`config.mk`:
```
export PLATFORM = sky130hd
export DESIGN_NAME = red_pitaya_daisy_tx_ser
export DESIGN_NICKNAME = d
export VERILOG_FILES = /design/src/rtl/red_pitaya_daisy_pkg.sv /design/src/rtl/red_pitaya_daisy_fifo.sv /design/src/rtl/red_pitaya_daisy_tx_ser.sv
export SDC_FILE = /design/constraint.sdc
export NUM_CORES = 1
export LEC_CHECK = 0
export ABC_AREA = 1
export BUFFER_PORTS_ARGS = -buffer_cell sky130_fd_sc_hd__buf_2
export CELL_PAD_IN_SITES_DETAIL_PLACEMENT = 0
export CELL_PAD_IN_SITES_GLOBAL_PLACEMENT = 1
export CORE_MARGIN = 4
export CORE_UTILIZATION = 30
export CTS_CLUSTER_DIAMETER = 60
export DETAILED_ROUTE_END_ITERATION = 10
export PLACE_DENSITY = 0.64
export SLEW_MARGIN = 15
export SYNTH_ARGS = -nofsm -noshare
export SYNTH_HDL_FRONTEND = slang
export SYNTH_HIERARCHICAL = 1
export SYNTH_SLANG_ARGS = --single-unit
```
`constraint.sdc`:
```
create_clock -name clk_i -period 2.65 [get_ports clk_i]
set_clock_uncertainty 0.2 [all_clocks]
set_input_delay 0.53 -clock clk_i [delete_from_list [all_inputs] [get_ports clk_i]]
set_output_delay 0.53 -clock clk_i [all_outputs]
set_load 0.05 [all_outputs]
```
`src/rtl/red_pitaya_daisy_pkg.sv`:
```
// Shared constants and FSM encoding for the daisy-chain transmit serializer.
package red_pitaya_daisy_pkg;

  localparam int unsigned DAISY_DW    = 16;
  localparam int unsigned BIT_CW      = 5;
  localparam int unsigned GAP_CYC_DEF = 2;

  typedef enum logic [2:0] {
    ST_IDLE,
    ST_LOAD,
    ST_SHIFT,
    ST_PAR,
    ST_GAP
  } daisy_st_t;

endpackage

```
`src/rtl/red_pitaya_daisy_fifo.sv`:
```
// Small synchronous FIFO buffering parallel words ahead of the serializer.
module red_pitaya_daisy_fifo
  import red_pitaya_daisy_pkg::*;
#(
  parameter int unsigned AW = 2
) (
  input  logic                clk_i,
  input  logic                rst_i,
  input  logic                push,
  input  logic                pop,
  input  logic [DAISY_DW-1:0] din,
  output logic [DAISY_DW-1:0] dout,
  output logic                full,
  output logic                empty,
  output logic [AW:0]         count
);

  logic [DAISY_DW-1:0] mem [2**AW];
  logic [AW-1:0]       wr_ptr;
  logic [AW-1:0]       rd_ptr;
  logic                push_ok;
  logic                pop_ok;

  // count never exceeds the depth, so its MSB alone marks "full"
  assign full    = count[AW];
  assign empty   = (count == '0);
  assign push_ok = push & ~full;
  assign pop_ok  = pop & ~empty;
  assign dout    = mem[rd_ptr];

  always_ff @(posedge clk_i) begin
    if (push_ok) begin
      mem[wr_ptr] <= din;
    end
  end

  always_ff @(posedge clk_i or posedge rst_i) begin
    if (rst_i) begin
      wr_ptr <= '0;
      rd_ptr <= '0;
      count  <= '0;
    end else begin
      if (push_ok) begin
        wr_ptr <= wr_ptr + 1'b1;
      end
      if (pop_ok) begin
        rd_ptr <= rd_ptr + 1'b1;
      end
      count <= count + (AW+1)'(push_ok) - (AW+1)'(pop_ok);
    end
  end

endmodule

```
`src/rtl/red_pitaya_daisy_tx_ser.sv`:
```
// Daisy-chain transmit serializer: buffers 16-bit words and emits framed,
// even-parity serial bits, MSB first, with a fixed idle gap between frames.
module red_pitaya_daisy_tx_ser
  import red_pitaya_daisy_pkg::*;
#(
  parameter int unsigned FIFO_AW = 2,
  parameter int unsigned GAP_CYC = GAP_CYC_DEF
) (
  input  logic                clk_i,
  input  logic                rst_i,
  input  logic                tx_dv_i,
  input  logic [DAISY_DW-1:0] tx_dat_i,
  output logic                tx_rdy_o,
  input  logic                ser_en_i,
  output logic                ser_dat_o,
  output logic                ser_frm_o,
  input  logic                stat_clr_i,
  output logic [31:0]         stat_frm_o,
  output logic                stat_ovf_o
);

  localparam logic [FIFO_AW:0] FIFO_DEPTH = {1'b1, {FIFO_AW{1'b0}}};

  daisy_st_t           state;
  daisy_st_t           state_nxt;
  logic [DAISY_DW-1:0] fifo_dout;
  logic                fifo_full;
  logic                fifo_empty;
  logic [FIFO_AW:0]    fifo_cnt;
  logic                fifo_push;
  logic                fifo_pop;
  logic [DAISY_DW-1:0] shift_q;
  logic                par_q;
  logic [BIT_CW-1:0]   bit_cnt;
  logic [3:0]          gap_cnt;
  logic [31:0]         frm_cnt;
  logic                ovf_q;
  logic                frm_done;
  logic                ovf_evt;

  assign tx_rdy_o   = (fifo_cnt != FIFO_DEPTH);
  assign fifo_push  = tx_dv_i & tx_rdy_o;
  assign ovf_evt    = tx_dv_i & fifo_full;
  assign stat_frm_o = frm_cnt;
  assign stat_ovf_o = ovf_q;

  red_pitaya_daisy_fifo #(
    .AW (FIFO_AW)
  ) u_fifo (
    .clk_i (clk_i),
    .rst_i (rst_i),
    .push  (fifo_push),
    .pop   (fifo_pop),
    .din   (tx_dat_i),
    .dout  (fifo_dout),
    .full  (fifo_full),
    .empty (fifo_empty),
    .count (fifo_cnt)
  );

  always_ff @(posedge clk_i or posedge rst_i) begin
    if (rst_i) begin
      state <= ST_IDLE;
    end else begin
      state <= state_nxt;
    end
  end

  always_comb begin
    state_nxt = state;
    fifo_pop  = 1'b0;
    frm_done  = 1'b0;
    case (state)
      ST_IDLE: begin
        if (ser_en_i && !fifo_empty) begin
          state_nxt = ST_LOAD;
        end
      end
      ST_LOAD: begin
        fifo_pop  = 1'b1;
        state_nxt = ST_SHIFT;
      end
      ST_SHIFT: begin
        if (bit_cnt == BIT_CW'(DAISY_DW - 1)) begin
          state_nxt = ST_PAR;
        end
      end
      ST_PAR: begin
        frm_done  = 1'b1;
        state_nxt = (GAP_CYC == 0) ? ST_IDLE : ST_GAP;
      end
      ST_GAP: begin
        if (gap_cnt == 4'(GAP_CYC - 1)) begin
          state_nxt = ST_IDLE;
        end
      end
      default: state_nxt = ST_IDLE;
    endcase
  end

  // Serial outputs are registered from the current state, so each state's
  // bit appears on the pins one cycle after the state is entered.
  always_ff @(posedge clk_i or posedge rst_i) begin
    if (rst_i) begin
      shift_q   <= '0;
      par_q     <= 1'b0;
      bit_cnt   <= '0;
      gap_cnt   <= '0;
      ser_dat_o <= 1'b0;
      ser_frm_o <= 1'b0;
    end else begin
      ser_dat_o <= 1'b0;
      ser_frm_o <= 1'b0;
      case (state)
        ST_LOAD: begin
          shift_q <= fifo_dout;
          par_q   <= ^fifo_dout;
          bit_cnt <= '0;
        end
        ST_SHIFT: begin
          ser_dat_o <= shift_q[DAISY_DW-1];
          ser_frm_o <= 1'b1;
          shift_q   <= shift_q << 1;
          bit_cnt   <= bit_cnt + 1'b1;
        end
        ST_PAR: begin
          ser_dat_o <= par_q;
          gap_cnt   <= '0;
        end
        ST_GAP: begin
          gap_cnt <= gap_cnt + 1'b1;
        end
        default: ;
      endcase
    end
  end

  // Clear beats a coincident frame increment; a new overflow beats clear.
  always_ff @(posedge clk_i or posedge rst_i) begin
    if (rst_i) begin
      frm_cnt <= '0;
      ovf_q   <= 1'b0;
    end else begin
      if (stat_clr_i) begin
        frm_cnt <= '0;
      end else if (frm_done) begin
        frm_cnt <= frm_cnt + 32'd1;
      end
      if (ovf_evt) begin
        ovf_q <= 1'b1;
      end else if (stat_clr_i) begin
        ovf_q <= 1'b0;
      end
    end
  end

endmodule
```
==> run metrics <==
area of the core=0.0220 mm²; Via Count=4999; launch point of the worst reg-to-reg path=u_fifo/count[2]$_DFF_PP0_; drt first pass iters=4; Area contributors post-synth=edfxtp_1, dfrtp_1, nand2_1; FP Rows=54; Critical Path Fanout Max=8; Final Critical Period=2.31 ns; vias per inst=4.38; number of I/O port buffers=56; clk sink count=135; Setup WS pre-CTS=0.247 ns; clk root buf=clkbuf_16; Final Cycle Share=87.1%; Max Freq=433 MHz; mapped cell area=0.00673 mm²; routed len/inst=12.6 µm; worst-path cell chain=nand3_2, and2_1, nand2_2, ha_1, inv_1, ha_1, fa_1, xor2_1, nand2_1, nand2_1; Leakage Power=0.00369 µW; Post-DRT Antenna Nets=0; share of the synthesized area in the top cell type=28.5%; Syn Area/Cell=8.67 µm²; largest family of logic cells by synthesized area=simple AND/OR/NAND/NOR gates; vias in the first global route=4626; PwrDens=1030 mW/mm²; global-route wire length before repair=23700 µm; FF-to-FF setup slack=0.34 ns; outcome=completed; H-tree levels=4; start point of the worst hold path=tx_dat_i[14]; clk slew on worst S/H paths=0.06 ns; Nets=881; relative slew slack=66.2%; area delta synth->final=17.9%; die width=158 µm; io pins=57; CP Data Required Time=2.76 ns; Critical Path Source Type=flip-flop; Critical Path Sink Type=flip-flop; Levels on crit path=10; WL final=14300 µm; reg2reg end=u_fifo/count[2]$_DFF_PP0_; Core Util, Final=36.1%; commonest non-fill, non-tap cells in the layout=nand2_1, inv_1, nor2_1; Final Max Tran Viols=0; adder-cell share of the synthesized area=2.34%; Synth area leader=edfxtp_1; commonest non-fill, non-tap cell in the layout=nand2_1; CTS tree=done; final setup margin=0.341 ns; largest net degree at the start of global routing=34; crit path kind=reg2reg; Inst Count DP=1108; setup violators final=0; initial antenna violation count=1; Diodes inserted=0; drt drc=0; hold depth=1; die span in y=158 µm; HPWL Detailed=10100 µm; HP Class=in2reg; total global routing overflow=0; Endpoint, Worst Hold=u_fifo/mem[2][14]$_DFFE_PP_; RSZ-0062 raised after global routing=false; Critical-path top delay cell=dfrtp_1; GRT Total Usage=12.1%; Final Wtd Congestion=0.736; max_cap viols=0; layout cell share with drive strength beyond 1=16.0%; post-synthesis simple-gate area fraction=25.7%; Seq/Total Area, Yosys=54.9%; placed cell area=0.00734 mm²; worst path arrival time=2.42 ns; Syn. warnings=6; Yosys reg bits=135; kind of cell adding the most delay to the critical path=adder cells; Clock Latency Late Sink=0.42 ns; Yosys cell types=39; R2R cell count=10; worst vdd ir=0.000519 V; Final Non-Filler Cells=1141; starting density of the core=30.7%; final non-filler cell area=0.00794 mm²; CTS max path bufs=2; critical path's largest stage delay=0.44 ns; Synth Area in Compound Gates=7.92%; Slew @ Worst Pin=0.506 ns; die area=0.0249 mm²; Synthesized Nets=810; TritonCTS buffer count=17; 1st-iter DRT viols=301; post-synthesis mux area share=0.149%; Post-Synthesis Cells=777; Synth Area in XOR/XNOR=0.781%; setup TNS=0 ns; final hold vios=0; WP buf/inv=1; # resized after CTS=0
timing repair:
item | in CTS | in global routing
setup buffers | 0 | 0
hold buffers | 1 | 0
setup endpoints to repair | 0 | 0
hold endpoints to repair | 24 | 0
through the flow:
step | hold WS, ns | power, µW
detailed placement | 0.260 | 5880
CTS | 0.0977 | 8310
finish | 0.121 | 8140
floorplan | 0.133 | 5250
global route | 0.108 | 8880
global placement | 0.256 | 5860
worst max path at each step:
stage / from / end / slack (ns)
after floorplan: u_fifo/count[2]$_DFF_PP0_ / u_fifo/count[2]$_DFF_PP0_ / 0.14
after global placement: tx_dv_i / u_fifo/count[2]$_DFF_PP0_ / 0.27
after detailed placement: tx_dv_i / u_fifo/count[2]$_DFF_PP0_ / 0.25
after CTS: u_fifo/count[2]$_DFF_PP0_ / u_fifo/count[2]$_DFF_PP0_ / 0.32
after global routing: u_fifo/rd_ptr[0]$_DFFE_PP0P_ / par_q$_DFFE_PP0P_ / 0.13
final: u_fifo/count[2]$_DFF_PP0_ / u_fifo/count[2]$_DFF_PP0_ / 0.34
cell type report:
| type | instances | area (µm²) |
|---|---|---|
| clock buffer | 17 | 425 |
| clock inverter | 15 | 165 |
| fill | 2248 | 14000 |
| inverter | 109 | 409 |
| multi-input combinational | 515 | 2490 |
| sequential | 135 | 3700 |
| tap | 280 | 350 |
| timing repair buffer | 70 | 400 |
sequential cells by signal (all words and copies together) (netlist names):
signal         flops
u_fifo/mem        64
stat_frm_o        32
shift_q           16
bit_cnt            5
gap_cnt            4
state              3
u_fifo/count       3
u_fifo/rd_ptr      2
u_fifo/wr_ptr      2
par_q              1
ser_dat_o          1
ser_frm_o          1
stat_ovf_o         1
synthesized netlist by cell type, drive strengths merged:
| master | number |
|---|---|
| nand2 | 245 |
| inv | 109 |
| nor2 | 109 |
| dfrtp | 71 |
| edfxtp | 64 |
| o21ai | 50 |
| nand3 | 27 |
| a21oi | 22 |
| buf | 16 |
| o211ai | 13 |
| ha | 11 |
| nor3 | 10 |
| nand4 | 3 |
| xnor2 | 3 |
| xor2 | 3 |
| a22o | 2 |
| and2 | 2 |
| and3 | 2 |
| clkbuf | 2 |
| nor3b | 2 |
| o221ai | 2 |
| o22ai | 2 |
| a31oi | 1 |
| a32o | 1 |
| fa | 1 |
| mux2i | 1 |
| nor4 | 1 |
| o2111a | 1 |
| or2 | 1 |
per-layer routing:
layer	up-vias	routed length [µm]	global-route usage (%)	share of wire [%]
met5	-	7	0	0.049
met4	2	127	4.18	0.89
met3	10	523	3.17	3.6
met2	70	6550	19.0	46
met1	2288	7120	16.3	50
li1	2629	-	-	-
where the power goes:
part	total, µW	internal (µW)	switching (µW)
logic	2910	949	1960
registers	2860	2640	227
clock network	2380	1410	968
total	8140	4990	3150
cells by family after synthesis:
group / count (synthesis)
fa+ha+maj: 12
buf+inv: 127
mux: 1
compound gates: 94
simple gates: 402
flops: 135
xor+xnor: 6
No activity file was read; power rests on OpenSTA's default activity.
